### config.mk
export PLATFORM = sky130hd
export DESIGN_NAME = cii_cap_table
export DESIGN_NICKNAME = d
export VERILOG_FILES = /design/src/rtl/cii_pkg.sv /design/src/rtl/cii_entry_match.sv /design/src/rtl/cii_cap_table.sv
export SDC_FILE = /design/constraint.sdc
export NUM_CORES = 1
export LEC_CHECK = 0
export CAP_MARGIN = 10
export CORE_ASPECT_RATIO = 1.2
export CORE_MARGIN = 2
export CORE_UTILIZATION = 40
export CTS_CLUSTER_DIAMETER = 120
export CTS_CLUSTER_SIZE = 25
export DETAILED_ROUTE_END_ITERATION = 7
export SLEW_MARGIN = 20
export SYNTH_ARGS = -nofsm -noshare
export SYNTH_HDL_FRONTEND = slang
export SYNTH_SLANG_ARGS = --single-unit
### constraint.sdc
create_clock -name clk -period 5.15 [get_ports clk]
set_clock_uncertainty 0.1 [all_clocks]
set_input_delay 1.03 -clock clk [delete_from_list [all_inputs] [get_ports clk]]
set_output_delay 1.03 -clock clk [all_outputs]
set_load 0.03 [all_outputs]
### src/rtl/cii_pkg.sv
// cii_pkg: shared FSM encoding, entry limit and CII field widths for the capability table
package cii_pkg;
  localparam int MAX_ENTRIES = 8;
  localparam int CII_ADDR_W = 10;
  localparam int CII_DATA_W = 32;
  localparam int CII_BE_W = 4;
  localparam int IDX_W = 3;
  typedef enum logic [1:0] {IDLE, WAIT, RESP} state_t;
endpackage

### src/rtl/cii_entry_match.sv
// cii_entry_match: priority address compare (addr in; hit, idx out), lowest matching entry wins
module cii_entry_match
  import cii_pkg::*;
#(
  parameter int NUM_ENTRIES = 4,
  parameter logic [NUM_ENTRIES*CII_ADDR_W-1:0] ENTRY_ADDR = {10'h018, 10'h019, 10'h01a, 10'h00d}
) (
  input  logic [CII_ADDR_W-1:0] addr,
  output logic                  hit,
  output logic [IDX_W-1:0]      idx
);
  always_comb begin
    hit = 1'b0;
    idx = '0;
    for (int i = NUM_ENTRIES - 1; i >= 0; i--)
      if (addr == ENTRY_ADDR[i*CII_ADDR_W+:CII_ADDR_W]) begin
        hit = 1'b1;
        idx = IDX_W'(i);
      end
  end
endmodule

### src/rtl/cii_cap_table.sv
// cii_cap_table: intercepts CII config dwords (req/addr/wr/be/dout in; halt, read override and cap_wr update notice out)
module cii_cap_table
  import cii_pkg::*;
#(
  parameter int NUM_ENTRIES = 4,
  parameter int HALT_LAT = 2,
  parameter logic [NUM_ENTRIES*CII_ADDR_W-1:0] ENTRY_ADDR = {10'h018, 10'h019, 10'h01a, 10'h00d},
  parameter logic [NUM_ENTRIES*CII_DATA_W-1:0] ENTRY_INIT = {32'h0, 32'h0, 32'h0, 32'h060},
  parameter logic [NUM_ENTRIES*CII_DATA_W-1:0] ENTRY_WMASK = '0
) (
  input  logic                  clk,
  input  logic                  reset_n,
  input  logic                  cii_req,
  input  logic                  cii_hdr_poisoned,
  input  logic                  cii_wr,
  input  logic [CII_BE_W-1:0]   cii_hdr_first_be,
  input  logic [CII_ADDR_W-1:0] cii_addr,
  input  logic [CII_DATA_W-1:0] cii_dout,
  output logic                  cii_override_en,
  output logic [CII_DATA_W-1:0] cii_override_din,
  output logic                  cii_halt,
  output logic                  cap_wr_valid,
  output logic [IDX_W-1:0]      cap_wr_idx,
  output logic [CII_DATA_W-1:0] cap_wr_data
);
  state_t state;
  logic [3:0] cnt;
  logic req_q, armed;
  logic [CII_ADDR_W-1:0] addr_q;
  logic wr_q, pois_q;
  logic [CII_BE_W-1:0] be_q;
  logic [CII_DATA_W-1:0] dout_q;
  logic [CII_DATA_W-1:0] shadow [NUM_ENTRIES];
  logic edge_det, go_resp, from_idle, w_sel, p_sel, hit, do_wr, do_rd;
  logic [CII_ADDR_W-1:0] a_sel;
  logic [CII_BE_W-1:0] be_sel;
  logic [CII_DATA_W-1:0] d_sel, sel_sh, sel_m, m, nv;
  logic [IDX_W-1:0] idx;
  // armed stays low after reset until cii_req has been seen low, so a request held across reset is not an edge
  assign edge_det = cii_req & ~req_q & armed & (state == IDLE);
  assign go_resp = (edge_det && HALT_LAT == 0) || (state == WAIT && cnt == 4'd0);
  // outputs are registered on entry to RESP, so with zero latency the live request fields are used
  assign from_idle = (state == IDLE);
  assign a_sel = from_idle ? cii_addr : addr_q;
  assign w_sel = from_idle ? cii_wr : wr_q;
  assign p_sel = from_idle ? cii_hdr_poisoned : pois_q;
  assign be_sel = from_idle ? cii_hdr_first_be : be_q;
  assign d_sel = from_idle ? cii_dout : dout_q;
  cii_entry_match #(.NUM_ENTRIES(NUM_ENTRIES), .ENTRY_ADDR(ENTRY_ADDR)) u_match (
    .addr(a_sel),
    .hit (hit),
    .idx (idx)
  );
  always_comb begin
    sel_sh = '0;
    sel_m = '0;
    for (int i = 0; i < NUM_ENTRIES; i++)
      if (idx == IDX_W'(i)) begin
        sel_sh = shadow[i];
        sel_m = ENTRY_WMASK[i*CII_DATA_W+:CII_DATA_W];
      end
  end
  assign m = sel_m & {{8{be_sel[3]}}, {8{be_sel[2]}}, {8{be_sel[1]}}, {8{be_sel[0]}}};
  assign nv = (sel_sh & ~m) | (d_sel & m);
  assign do_wr = go_resp & hit & w_sel & ~p_sel;
  assign do_rd = go_resp & hit & ~w_sel;
  always_ff @(posedge clk or negedge reset_n) begin
    if (!reset_n) begin
      state <= IDLE;
      cnt <= '0;
      req_q <= 1'b0;
      armed <= 1'b0;
      addr_q <= '0;
      wr_q <= 1'b0;
      pois_q <= 1'b0;
      be_q <= '0;
      dout_q <= '0;
      cii_halt <= 1'b1;
      cii_override_en <= 1'b0;
      cii_override_din <= '0;
      cap_wr_valid <= 1'b0;
      cap_wr_idx <= '0;
      cap_wr_data <= '0;
      for (int i = 0; i < NUM_ENTRIES; i++) shadow[i] <= ENTRY_INIT[i*CII_DATA_W+:CII_DATA_W];
    end else begin
      req_q <= cii_req;
      armed <= armed | ~cii_req;
      cii_halt <= ~go_resp;
      cii_override_en <= do_rd;
      cii_override_din <= do_rd ? sel_sh : '0;
      cap_wr_valid <= do_wr;
      cap_wr_idx <= do_wr ? idx : '0;
      cap_wr_data <= do_wr ? nv : '0;
      for (int i = 0; i < NUM_ENTRIES; i++) if (do_wr && idx == IDX_W'(i)) shadow[i] <= nv;
      if (edge_det) begin
        addr_q <= cii_addr;
        wr_q <= cii_wr;
        pois_q <= cii_hdr_poisoned;
        be_q <= cii_hdr_first_be;
        dout_q <= cii_dout;
        state <= (HALT_LAT == 0) ? RESP : WAIT;
        cnt <= (HALT_LAT == 0) ? 4'd0 : 4'(HALT_LAT - 1);
      end else if (state == WAIT) begin
        state <= (cnt == 4'd0) ? RESP : WAIT;
        cnt <= (cnt == 4'd0) ? cnt : cnt - 4'd1;
      end else if (state == RESP) begin
        state <= IDLE;
      end
    end
  end
endmodule

# After elaboration in Yosys (flattened, before gate mapping)
# Index checks and enable logic that the tools add are counted.
# Widths: inputs -> output; s select.
# totals
regBits	218
latch_bits	0
mem_bits_rw	0
mem_bits_ro	0
input_bits	51
mem_count	0
# op_classes
n_addsub	1
mul	0
div_mod_pow	0
magnitude_cmp	0
eq_ne	10
shift	0
muxes	25
bitwise_logic	13
n_reduce_logical	11
# ops
cell	n
$mux 32	6
$eq 10x5->1 const B	3
$mux 2	8
$mux 4	3
$eq 10x4->1 const B	1
$mux 10	1
$and 1x1->1	7
$eq 3x2->1 const B	2
$mux 1	6
$logic_and 1x1->1	5
$not 1->1	5
$logic_not 4->1	1
$sub 4x1->4 const B	1
$eq 3x1->1 const B	1
$logic_not 3->1	1
$mux 3	1
$reduce_bool 3->1	1
$eq 2x1->1 const B	1
$eq 2x2->1 const B	1
$logic_not 2->1	1
$ne 2x2->1 const B	1
$reduce_and 2->1	1
$reduce_bool 2->1	1
$or 1x1->1	1

# Depth between registers and ports, before layout
# depth
word_depth	13
ltp_mapped	8
ltp_nobuf	7

# By module
# From an unflattened synthesis, not the netlist that was laid out.
# unflattened
cells_unflattened	607
hier_area_um2	8027.7
# by_module_without_submodules
module	n_inst	cells_each	area_each_um2	seq_area_each_um2
cii_cap_table	1	596	7952.6	5459.0
cii_entry_match	1	11	75.1	0.0

# Worst setup path before layout
# No wires, ideal clock.
# synth_path
path_kind	input to register
startpoint	in cii_addr[9]
endpoint	reg cap_wr_data[14]
setup_time_ns	0.094
arrival_ns	2.623
path_slack_ns	2.333
cell_stages	6
n_path_buf	1
path_cell_list	nor4_1 > nand4b_2 > a2111oi_4 > o21ai_2 > buf_6 > nor4b_4
# synth_via
elab_chain_cells	12
# synth_rtl
element	line	source
start, declared	cii_cap_table.sv:17	input logic [CII_ADDR_W-1:0] cii_addr,
$mux 10 (*)	cii_cap_table.sv:44	assign a_sel = from_idle ? cii_addr : addr_q;
$eq 10x5->1	cii_entry_match.sv:16	if (addr == ENTRY_ADDR[i*CII_ADDR_W+:CII_ADDR_W]) begin
$mux 2 (4 in a row)	cii_entry_match.sv:16	
$logic_not 3->1	cii_cap_table.sv:58	if (idx == IDX_W'(i)) begin
$mux 32 (4 in a row)	cii_cap_table.sv:58	
$mux 32 (*)	cii_cap_table.sv:93	cap_wr_data <= do_wr ? nv : '0;
end signal, assigned	cii_cap_table.sv:93	
end, declared	cii_cap_table.sv:24	output logic [CII_DATA_W-1:0] cap_wr_data
# Mark *: on every way between the ends. The rest lies on a longest branch, timed or not.
# A chain may end at the register's enable or synchronous reset.

# Final worst setup path
# layout_path
startpoint	in cii_addr[9]
endpoint	reg cap_wr_data[13]
# The elaborated chain is that of the path after synthesis.

==> impl_summary.txt <==
----------------------------------------------------
[Routing]
  First drt pass iteration count ... 5
  Avg Vias per Cell ... between 4 and 5
  Routed vias ... between 3000 and 4000
  First DRT Iteration DRCs ... about 340
  Residual DRC ... 0
  Routed wire per std cell ... roughly 16 microns
  WL final ... about 13000 microns
  Post-detailed-route count of antenna-violating nets ... 0

[Floorplan]
  Io pins ... about 120
  Effective utilization at floorplan ... 40.9%
  Die Ht ... roughly 160 microns
  Area of the core ... approximately 19000 sq um
  Row count ... 55
  Total die area ... about 20000 sq um
  Die W ... approximately 130 microns

[Placed design]
  Detailed Place HPWL ... approximately 8400 microns
  Post-placement cell count ... 798
  Cell Area, Placed ... approximately 8400 sq um
  Port buffer count ... 83
  Routability-driven placement congestion ratio ... between 0.7 and 0.8

[Power and ir drop]
  Proportion of power drawn by combinational gates ... approximately 14%
  P_int ... approximately 0.0024 W
  Power per cell area ... ~380 nW/um^2
  Switch share ... 26.0%
  Leakage power of the design ... ~4 nW
  Psw ... approximately 0.00086 W
  Clock power frac ... between 20% and 30%
  Share of power burned in registers ... between 50% and 60%
  Largest voltage drop on the vdd net ... 0.185 mV

[Synth]
  Yosys cell types ... 48
  Synth Area per Inst ... roughly 13 sq um
  Post-synthesis compound-gate area fraction ... under 10%
  Synthesized-area fraction occupied by and/or/nand/nor cells ... 11.4%
  Fraction of registers with async set/reset ... 100%
  Cells taking the most area after synthesis ... dfrtp_1 69%, clkbuf_1 6.8%, mux2_2 5.0%, nor2_1 3.2%, a222oi_1 2.7%
  Top-area cell type share of the netlist area ... ~69%
  Mapped cell area ... 7730 sq um
  Net count after synthesis ... ~660
  Synthesized-area fraction occupied by adder cells ... 0.324%
  Number of enable flip-flop cells after synthesis ... 0
  Multiplexer fraction of the synthesized cell area ... 5.08%
  Post-synthesis cell type with the largest combined area ... dfrtp_1
  Yosys reg bits ... ~220
  Gate count of the mapped netlist ... between 600 and 700
  XOR/XNOR share of the synthesized area ... less than 1%
  Sequential fraction of the synthesis area ... a little over two thirds
  Main combinational cell family by area after synthesis ... simple AND/OR/NAND/NOR gates
  Flip-flop cell with the highest count after synthesis ... dfrtp_1
  Count of synthesis-stage warnings from yosys ... 0

[Global route]
  Number of antenna violations at the first check in global routing ... 0
  Met1 Use GR ... between 10% and 20%
  Via count of the first global-routing pass ... about 4200
  Overflow left after global routing ... 0
  Met2 layer usage reported by global route ... 22.6%
  Met3 capacity usage during global routing ... ~2.0%
  Busiest grt layer ... met2
  Wire length of the first global-routing pass ... about 22000 microns
  Maximum number of pins on one net before global-route repair ... 130
  Gr usage total ... between 10 and 15%

[Layout]
  Number of inserted filler cells in the final layout ... about 1700
  Fraction of final layout cells with drive strength greater than 1 ... a little over an eighth
  Sequential Area ... 5430 sq um
  Finished Layout Cells ... between 800 and 900
  Final instance area ... between 8000 and 9000 sq um
  Diode count ... 0
  Synthesis-to-layout area growth ... 13.7%
  Core occupancy in the finished layout ... 46.5%
  Multi-input gate area ... 1760 sq um
  Net count of the finished layout ... between 600 and 700

[CTS]
  Post-cts resize count ... 0
  Post-CTS clock slew at the launch and capture registers of the worst setup and hold paths ... around 0.10 ns
  Clock sinks ... 217
  TritonCTS clock tree ... built
  Buffer levels on the longest clock path ... 3
  Number of CTS-inserted buffers ... 12
  Number of hold-repair buffers added at the cts stage ... 0
  Worst skew pair latency ... between 0.4 and 0.5 ns
  Max H-tree Level ... 1
  Count of buffers added by post-CTS timing repair for setup ... 0
  Master cell of the clock root buffer ... clkbuf_16

[Setup path]
  CP top delay family ... simple AND/OR/NAND/NOR gates
  Cells on worst reg2reg path ... 6
  Terminus of the critical flop-to-flop path ... cap_wr_data[13]
  Flop-to-flop setup slack ... 2.05 ns
  Worst EP required ... between 5 and 6 ns
  Crit path max fanout ... 19
  CP startpoint kind ... primary input
  Nature of the critical path endpoint ... flip-flop
  Critical path, cell by cell ... clkdlybuf4s50_1, nor4_1, nand4b_2, a2111oi_4, o21ai_4, buf_4, nor4b_1
  Worst Path Class, Setup ... primary input to flip-flop
  CP max-delay cell ... a2111oi_4
  Largest stage delay on the critical path ... approximately 0.63 ns
  Signal arrival time at the worst endpoint ... between 3 and 4 ns
  Crit path buffers/inverters ... 2
  Startpoint of the worst register-to-register path ... state[1]

[Timing]
  Unrepaired setup endpoints after global routing ... false
  Maximum clock rate ... between 200 and 300 MHz
  Post-route minimum period ... between 3 and 4 ns
  Max-Slew Margin vs Limit ... a little under a third
  Sum Neg Setup Slack ... 0 ns
  Max-slew violations ... 0
  Number of failing setup endpoints in the final timing report ... 0
  Part of the cycle the worst path needs ... between 60 and 70%
  Transition time at the pin with the least slew margin ... 1.02 ns
  Final number of hold-violating endpoints ... 0

[Worst hold path]
  Min-Delay Startpoint ... shadow[102]
  Hold path cells ... 0
  Class of the most critical hold timing path ... flip-flop to flip-flop
  Worst hold endpoint ... shadow[102]

[Job]
  Maximum capacitance violations ... 0

[Run status]
  Run status ... finished clean

----------------------------------------------------
[synthesized netlist by cell type, drive strengths merged, types with 2 or more instances]
| cell type | count |
|---|---|
| a211oi | 3 |
| a21oi | 2 |
| a222oi | 21 |
| and2 | 2 |
| buf | 9 |
| clkbuf | 140 |
| dfrtp | 214 |
| dfstp | 3 |
| ha | 2 |
| inv | 5 |
| mux2 | 34 |
| nand2 | 29 |
| nand2b | 2 |
| nand3 | 13 |
| nand4b | 3 |
| nor2 | 67 |
| nor2b | 2 |
| nor3b | 2 |
| nor4 | 3 |
| nor4b | 23 |
| o21ai | 5 |
| xnor2 | 2 |
[power by group through the flow]
stage,clock (W),combinational (W),sequential (W)
after global placement,0,0.000462,0.00187
final,0.000989,0.000474,0.00184
after detailed placement,0,0.000483,0.00187
after global routing,0.00109,0.000526,0.00185
after floorplan,0,0.000323,0.00186
after CTS,0.00103,0.000484,0.00184
[worst max path at each step]
| stage | depth (start not counted) | startpoint | to |
|---|---|---|---|
| 2_1_floorplan | 6 | cii_addr[9] | cap_wr_data[14] |
| 3_5_place_dp | 7 | cii_addr[9] | cap_wr_data[13] |
| 5_1_grt | 7 | cii_addr[9] | cap_wr_data[13] |
| 4_1_cts | 7 | cii_addr[9] | cap_wr_data[10] |
| 6_report | 7 | cii_addr[9] | cap_wr_data[13] |
| 3_3_place_gp | 7 | cii_addr[9] | cap_wr_data[10] |
[through the flow]
step	setup slack [ns]	hold WS (ns)	total power [W]
4_1_cts	1.60	0.272	0.00335
3_5_place_dp	1.12	0.258	0.00236
3_3_place_gp	1.18	0.257	0.00233
2_1_floorplan	2.33	0.324	0.00218
5_1_grt	1.34	0.280	0.00347
6_report	1.58	0.270	0.00330
[worst reg2reg max path, delay by kind of cell (launching register included)]
| family | cells | cell delay, ns |
|---|---|---|
| AND/OR/NAND/NOR | 2 | 0.53 |
| AO/OA/AOI/OAI | 2 | 0.72 |
| multiplexers | 1 | 0.72 |
| flip-flops | 1 | 0.46 |
| buffers and inverters | 1 | 0.46 |
[metal layers]
metal  share of wire (%)  up-vias
met5                   0        -
met4                 1.6        0
met3                 4.2       17
met2                  50       75
met1                  44     1963
li1                    -     1826
[area by class of cell]
class,count,share of cell area (%)
multi-input cells,233,20.0
inverters,5,0.213
clock buffers,18,3.91
clock inverters,1,0.0996
repair buffers,88,10.3
flip-flops and latches,217,61.8
well taps,256,3.64
[state kept, by name, indices dropped and copies added (netlist names)]
| signal | cells |
|---|---|
| state | 2 |
| cap_wr_idx | 2 |
| cap_wr_data | 32 |
| addr_q | 10 |
| cap_wr_valid | 1 |
| cii_override_din | 32 |
| shadow | 128 |
| wr_q | 1 |
| armed | 1 |
| cii_override_en | 1 |
| cnt | 4 |
| cii_halt | 1 |
| req_q | 1 |
| pois_q | 1 |
[kinds of logic (layout without fill, tap and decap cells)]
group | Yosys count | in the layout
flops | 217 | 217
buf+inv | 154 | 112
simple gates | 153 | 153
compound gates | 39 | 39
mux | 35 | 35
xor+xnor | 3 | 3
fa+ha+maj | 2 | 2
other cells | 1 | 1
[cell usage in the layout (no fill, tap or decap), drive strengths merged, types with 3 or more instances in the layout]
cell / Yosys / layout
nor4b: 23 / 23
buf: 9 / 5
o21ai: 5 / 5
a211oi: 3 / 3
a222oi: 21 / 21
dfrtp: 214 / 214
clkdlybuf4s50: 0 / 82
nor4: 3 / 3
dfstp: 3 / 3
nand3: 13 / 13
nand4b: 3 / 3
clkbuf: 140 / 19
nand2: 29 / 29
nor2: 67 / 67
inv: 5 / 6
mux2: 34 / 34
Note: power is estimated with default switching activity, not from simulation.
